## src/rtl/fetch_unit.sv

```systemverilog
// Instruction-fetch stage: single-outstanding imem handshake, static branch
// prediction, execute redirects and decode stalls; drives a NOP bubble when idle.
module fetch_unit #(
  parameter logic [31:0] RESET_PC = 32'h0000_0000,
  parameter logic [31:0] NOP      = 32'h0000_0033
) (
  input  logic        clk,
  input  logic        rst_n,
  output logic        imem_req_valid,
  input  logic        imem_req_ready,
  output logic [31:0] imem_addr,
  input  logic        imem_resp_valid,
  input  logic [31:0] imem_resp_data,
  input  logic        redirect_valid,
  input  logic [31:0] redirect_pc,
  input  logic        stall_n,
  output logic [31:0] InstrF,
  output logic [31:0] PCF,
  output logic [31:0] PCplus4F,
  output logic        branch_predicted_taken,
  output logic [31:0] branch_target
);

  // Handshake: a request is accepted at the posedge where imem_req_valid and
  // imem_req_ready are both high; a response is taken when imem_resp_valid is
  // high in WAIT (or DRAIN, where it is discarded). One request in flight max.
  typedef enum logic [1:0] {REQ, WAIT, HOLD, DRAIN} state_e;

  state_e      state_q, state_d;
  logic [31:0] pc_q, pc_d;
  logic [31:0] instr_buf_q, instr_buf_d;

  logic        handshake;
  logic [6:0]  opcode;
  logic [31:0] imm_b, imm_j;
  logic        pred_taken;
  logic [31:0] pred_target;
  logic [31:0] pc_plus4;
  logic [31:0] next_pc;

  assign handshake = (state_q == REQ) && imem_req_ready;
  assign opcode    = instr_buf_q[6:0];
  assign imm_b     = {{19{instr_buf_q[31]}}, instr_buf_q[31], instr_buf_q[7],
                      instr_buf_q[30:25], instr_buf_q[11:8], 1'b0};
  assign imm_j     = {{11{instr_buf_q[31]}}, instr_buf_q[31], instr_buf_q[19:12],
                      instr_buf_q[20], instr_buf_q[30:21], 1'b0};
  assign pc_plus4  = pc_q + 32'd4;

  always_comb begin
    pred_taken  = 1'b0;
    pred_target = 32'h0;
    case (opcode)
      7'b1100011: begin
        pred_target = pc_q + imm_b;
        pred_taken  = instr_buf_q[31];
      end
      7'b1101111: begin
        pred_target = pc_q + imm_j;
        pred_taken  = 1'b1;
      end
      default: ;
    endcase
    next_pc = pred_taken ? pred_target : pc_plus4;
  end

  always_comb begin
    state_d     = state_q;
    pc_d        = pc_q;
    instr_buf_d = instr_buf_q;
    if (redirect_valid) begin
      // A redirect squashes whatever is in flight; DRAIN absorbs the orphan response.
      pc_d = redirect_pc & 32'hFFFF_FFFC;
      case (state_q)
        REQ:     state_d = handshake ? DRAIN : REQ;
        WAIT:    state_d = imem_resp_valid ? REQ : DRAIN;
        HOLD: begin
          state_d     = REQ;
          instr_buf_d = NOP;
        end
        DRAIN:   state_d = imem_resp_valid ? REQ : DRAIN;
        default: state_d = REQ;
      endcase
    end else begin
      case (state_q)
        REQ:  if (handshake) state_d = WAIT;
        WAIT: if (imem_resp_valid) begin
          instr_buf_d = imem_resp_data;
          state_d     = HOLD;
        end
        HOLD: if (stall_n) begin
          pc_d    = next_pc;
          state_d = REQ;
        end
        DRAIN:   if (imem_resp_valid) state_d = REQ;
        default: state_d = REQ;
      endcase
    end
  end

  always_ff @(posedge clk or negedge rst_n) begin
    if (!rst_n) begin
      state_q     <= REQ;
      pc_q        <= RESET_PC;
      instr_buf_q <= NOP;
    end else begin
      state_q     <= state_d;
      pc_q        <= pc_d;
      instr_buf_q <= instr_buf_d;
    end
  end

  always_comb begin
    imem_req_valid         = (state_q == REQ);
    imem_addr              = pc_q & 32'hFFFF_FFFC;
    InstrF                 = NOP;
    PCF                    = 32'h0;
    PCplus4F               = 32'h0;
    branch_predicted_taken = 1'b0;
    branch_target          = 32'h0;
    if (state_q == HOLD) begin
      InstrF                 = instr_buf_q;
      PCF                    = pc_q;
      PCplus4F               = pc_plus4;
      branch_predicted_taken = pred_taken;
      branch_target          = pred_target;
    end
  end

endmodule

```

## config.mk

```make
export PLATFORM = sky130hd
export DESIGN_NAME = fetch_unit
export DESIGN_NICKNAME = d
export VERILOG_FILES = /design/src/rtl/fetch_unit.sv
export SDC_FILE = /design/constraint.sdc
export NUM_CORES = 1
export LEC_CHECK = 0
export ABC_AREA = 1
export CORE_UTILIZATION = 44
export CTS_CLUSTER_SIZE = 20
export DETAILED_ROUTE_END_ITERATION = 8
export GPL_TIMING_DRIVEN = 0
export PLACE_DENSITY = 0.77
export SLEW_MARGIN = 20
export SYNTH_ARGS = -nofsm -noshare
export SYNTH_HDL_FRONTEND = slang
export SYNTH_SLANG_ARGS = --single-unit
export TNS_END_PERCENT = 5
```

## constraint.sdc

```tcl
create_clock -name clk -period 3.9 [get_ports clk]
set_input_delay 1.17 -clock clk [delete_from_list [all_inputs] [get_ports clk]]
set_output_delay 1.17 -clock clk [all_outputs]
set_load 0.01 [all_outputs]
```

==> summary.log, run 1 <==
qor: critical_path.reg2regPathDepth 23
qor: cells_and_area.fraction_of_layout_instances_using_a_drive_strength_above_1 0.194
qor: cells_and_area.antenna_cells 0
qor: critical_path.critical_path.reg2reg.startpoint instr_buf_q[1]
qor: cells_and_area.fin_nets 1669
qor: clock_network.cts_bufs_inserted 9
qor: pwr.leakage 5.36 nW
qor: timing.worst_hold_slack 0.498 ns
qor: timing.part_of_the_cycle_the_worst_path_needs 1.14
qor: critical_path.endpoint_of_the_worst_slack_reg_to_reg_timing_path pc_q[25]
qor: timing.grt_setup_unrepaired true
qor: critical_path.worst-r2r-setup-slack 0.66 ns
qor: timing.final.setup.worst_slack -0.540 ns
qor: yosys.sequential_area_share_after_synthesis 0.227
qor: floorplanning.std_cell_rows 46
qor: cells_and_area.final_cell_area 0.0111 mm2
qor: placed_design.gp_routability_congestion 1.00
qor: critical_path.timing.critical_path.fanout_max 5
qor: timing.timing.max_slew.rel_slack 0.358
qor: timing.peak_freq 225 MHz
qor: route.num_vias 9672
qor: floorplanning.floorplan.io_pins 232
qor: route.first_iter_violations 1028
qor: critical_path.worstPathBufferInverterCount 9
qor: critical_path.timing.critical_path.slowest_stage_cell sky130_fd_sc_hd__dfstp_2
qor: clock_network.cts.htree.levels 3
qor: floorplanning.starting_density_of_the_core 0.454
qor: clock_network.cts.sinks 66
qor: pwr.intPower 3.50 mW
qor: route.route.detailed.wl_per_inst 18.2 um
qor: critical_path.setup.worst_path.start instr_buf_q[1]
qor: pwr.p_sw_frac 0.526
qor: grt.pin_count_of_the_biggest_net_entering_global_routing 57
qor: route.drc 0
qor: pwr.combPwrFrac 0.698
qor: timing.period_needed 4.44 ns
qor: route.routed_wl 32.5 mm
qor: yosys.synthesis.area 0.00729 mm2
qor: timing.worst_pin_slew 0.963 ns
qor: clock_network.worstSkewPairLatency 0.36 ns
qor: placed_design.dp.final_hpwl 25.1 mm
qor: yosys.yosysWarnings 0
qor: grt.initial_antenna_violation_count 1
qor: clock_network.root_buffer_selected_by_cts sky130_fd_sc_hd__clkbuf_16
qor: pwr.seqPwrFrac 0.184
qor: critical_path.timing.critical_path.to_type output port
qor: cells_and_area.n_fill_cell 1413
qor: placed_design.dp.cells 1731
qor: floorplanning.die-area 0.0171 mm2
qor: floorplanning.fp.dieW 131 um
qor: critical_path.crit_path_start_kind flop
qor: pwr.power.share.clock 0.118
qor: pwr.power 7.38 mW
qor: yosys.synth_cell_type_count 45
qor: pwr.switching_power 3.88 mW
qor: grt.global_route.overflow_total 0
qor: critical_path.cp_data_required_time 2.73 ns
qor: pwr.vdd_drop_max 0.000444 V
qor: clock_network.worst_setup_hold_path_clk_slew 0.06 ns
qor: route.first_pass_iters 5
qor: clock_network.cts_tree done
qor: min_path.min_path_type flop to flop
qor: floorplanning.core_area 0.0161 mm2
qor: yosys.synthesis.instances 1286
qor: clock_network.hold_buffer_count_at_cts 0
qor: critical_path.cpMostUsedCell sky130_fd_sc_hd__buf_4
qor: run.max-cap-violations 0
qor: timing.setup-violations-final 30
qor: route.detail-route-antenna-nets 0
qor: critical_path.path_class flop to output port
qor: cells_and_area.growth_of_design_area_from_synthesis_to_finish 52.8%
qor: pwr.p_per_cell_area 662 mW/mm2
qor: timing.timing_max_transition_violations_final 0
qor: timing.timing.clock.skew 0.00887 ns
qor: status.run_status complete, but fails checks
qor: critical_path.crit_path_max_incr_delay 0.53 ns
qor: critical_path.worst_path_cell_trace nand2_2 > inv_2 > nand4_4 > buf_6 > clkbuf_8 > nand2_2 > o21ai_4 > ha_4 > inv_2 > fa_2 > inv_4 > nand3_4 > nand3_4 > buf_4 > buf_4 > buf_4 > or2_2 > nand3_2 > nor2_1 > buf_2
qor: critical_path.cp_data_arrival_time 3.27 ns
qor: grt.vias_in_the_first_global_route 8747
qor: status.failed_checks negative setup slack
qor: yosys.ys_seq_elements 66
qor: timing.final_hold_violating_endpoints 0
qor: critical_path.endpoint branch_target[5]
qor: clock_network.clk_path_buf_depth 2
qor: critical_path.critical_path_depth 20
qor: placed_design.port-buffer-count 227
qor: critical_path.cpLargestDelayFamily buffers and inverters
qor: yosys.syn_area_cell 5.67 um2
qor: grt.grt_first_pass_wirelength 47.1 mm
qor: cells_and_area.instances_no_fill 1785
qor: placed_design.placed_cell_area 0.00986 mm2
qor: grt.grt_util_all_layers 0.371
qor: route.routed_via_density 5.42
qor: floorplanning.chipHeight 131 um
placed cells by master, fill, tap and decap left out, types with 17 or more instances in the layout:
cell                              count
sky130_fd_sc_hd__buf_2               35
sky130_fd_sc_hd__a21oi_1             29
sky130_fd_sc_hd__o21ai_0             61
sky130_fd_sc_hd__nor2_1             205
sky130_fd_sc_hd__inv_1              186
sky130_fd_sc_hd__buf_4               41
sky130_fd_sc_hd__ha_1                20
sky130_fd_sc_hd__nand4_1             21
sky130_fd_sc_hd__nand3_1             49
sky130_fd_sc_hd__clkbuf_1            19
sky130_fd_sc_hd__nor2_2              24
sky130_fd_sc_hd__nand2_1            330
sky130_fd_sc_hd__o21ai_1             30
sky130_fd_sc_hd__inv_2               19
sky130_fd_sc_hd__nand3_2             18
sky130_fd_sc_hd__nand2_2             37
sky130_fd_sc_hd__clkdlybuf4s50_1    193
sky130_fd_sc_hd__nor3_1              17
sky130_fd_sc_hd__dfrtp_1             54
worst reg2reg max path, delay by kind of cell (launching register included):
family | cells | cell delay, ns
flops | 1 | 0.53
buf+inv | 8 | 0.95
compound gates | 2 | 0.28
simple gates | 11 | 0.90
fa+ha+maj | 2 | 0.50
repair_timing:
action                                  CTS  global route
endpoints found under the setup margin   75            71
resized for setup                       183           157
pin swaps                                26            45
gates cloned                              2             0
buffers inserted                         22            14
flip-flops by register name, summed over array words and instances, names as in the netlist:
name	flops
instr_buf_q	32
state_q	2
pc_q	32
metal layers:
layer | up-vias | wire length (um) | GRT usage
li1 | 4594 | - | -
met1 | 4404 | 13000 | 0.461
met2 | 573 | 15000 | 0.620
met3 | 99 | 2860 | 0.0631
met4 | 2 | 1620 | 0.187
met5 | - | 18 | 0
power groups by stage:
stage | registers, mW | logic [mW] | clock network [mW]
6_report | 1.36 | 5.15 | 0.870
5_1_grt | 1.37 | 5.60 | 0.898
4_1_cts | 1.31 | 4.44 | 0.859
3_5_place_dp | 1.31 | 4.05 | 0
3_3_place_gp | 1.30 | 4.00 | 0
2_1_floorplan | 1.20 | 2.55 | 0
layout make-up:
type | instances | area [um2] | area share
multi-input cells | 968 | 5370 | 0.482
well taps | 216 | 270 | 0.0243
repair buffers | 266 | 2490 | 0.223
clock inverters | 7 | 77.6 | 0.00696
clock buffers | 9 | 225 | 0.0202
plain buffers | 45 | 263 | 0.0236
inverters | 208 | 783 | 0.0703
flip-flops and latches | 66 | 1670 | 0.150
per-stage QoR:
stage	setup slack (ns)	utilization	setup TNS, ns
2_1_floorplan	0.00532	-	0
3_3_place_gp	-1.26	0.613	-71.79
3_5_place_dp	-1.33	0.614	-23.72
4_1_cts	-0.595	0.661	-13.25
5_1_grt	-0.678	0.694	-16.23
6_report	-0.540	0.694	-12.56
how the worst min path moves through the flow:
| stage | startpoint | end | slack, ns | depth (start not counted) |
|---|---|---|---|---|
| floorplan | instr_buf_q[4] | instr_buf_q[4] | 0.45 | 2 |
| global placement | instr_buf_q[4] | instr_buf_q[4] | 0.47 | 2 |
| detailed placement | instr_buf_q[4] | instr_buf_q[4] | 0.47 | 2 |
| CTS | instr_buf_q[0] | instr_buf_q[0] | 0.50 | 2 |
| global route | instr_buf_q[4] | instr_buf_q[4] | 0.52 | 2 |
| finish | instr_buf_q[4] | instr_buf_q[4] | 0.50 | 2 |
cells by family (layout without fill, tap and decap cells):
family,after synthesis,count (layout),share of synthesized area
other cells,1,2,0.000514
xor+xnor,12,12,0.0144
buf+inv,253,535,0.138
compound gates,161,161,0.119
fa+ha+maj,35,35,0.0611
flops,66,66,0.227
simple gates,758,758,0.439
cells in the mapped netlist, drive strengths merged:
library cell  instances  area, um2
clkbuf               25       93.8
and2                  2       12.5
buf                  20        135
conb                  1       3.75
dfrtp                62       1550
a21oi                38        194
nor4                  1       6.26
nor2                239        920
o22ai                 9       56.3
o311ai                1       8.76
xor2                 12        105
nand2b                1       6.26
and3                  1       6.26
nand4                22        144
dfstp                 4        105
inv                 206        773
o21a                  1       7.51
clkinv                2       7.51
or2                   6       37.5
nand3                77        390
nand2               372       1420
fa                    1       20.0
o21ai               101        509
nand3b                6       45.0
nor3                 31        218
o21bai                8       60.1
a211oi                2       25.0
ha                   34        425
a21o                  1       7.51
No activity file was read; power rests on OpenSTA's default activity.
==> run 2: changes to the inputs <==
CTS_CLUSTER_SIZE = unset   (was 20)
==> results of run 2 <==
Final layout, timing and power as in run 1 (identical DEF).
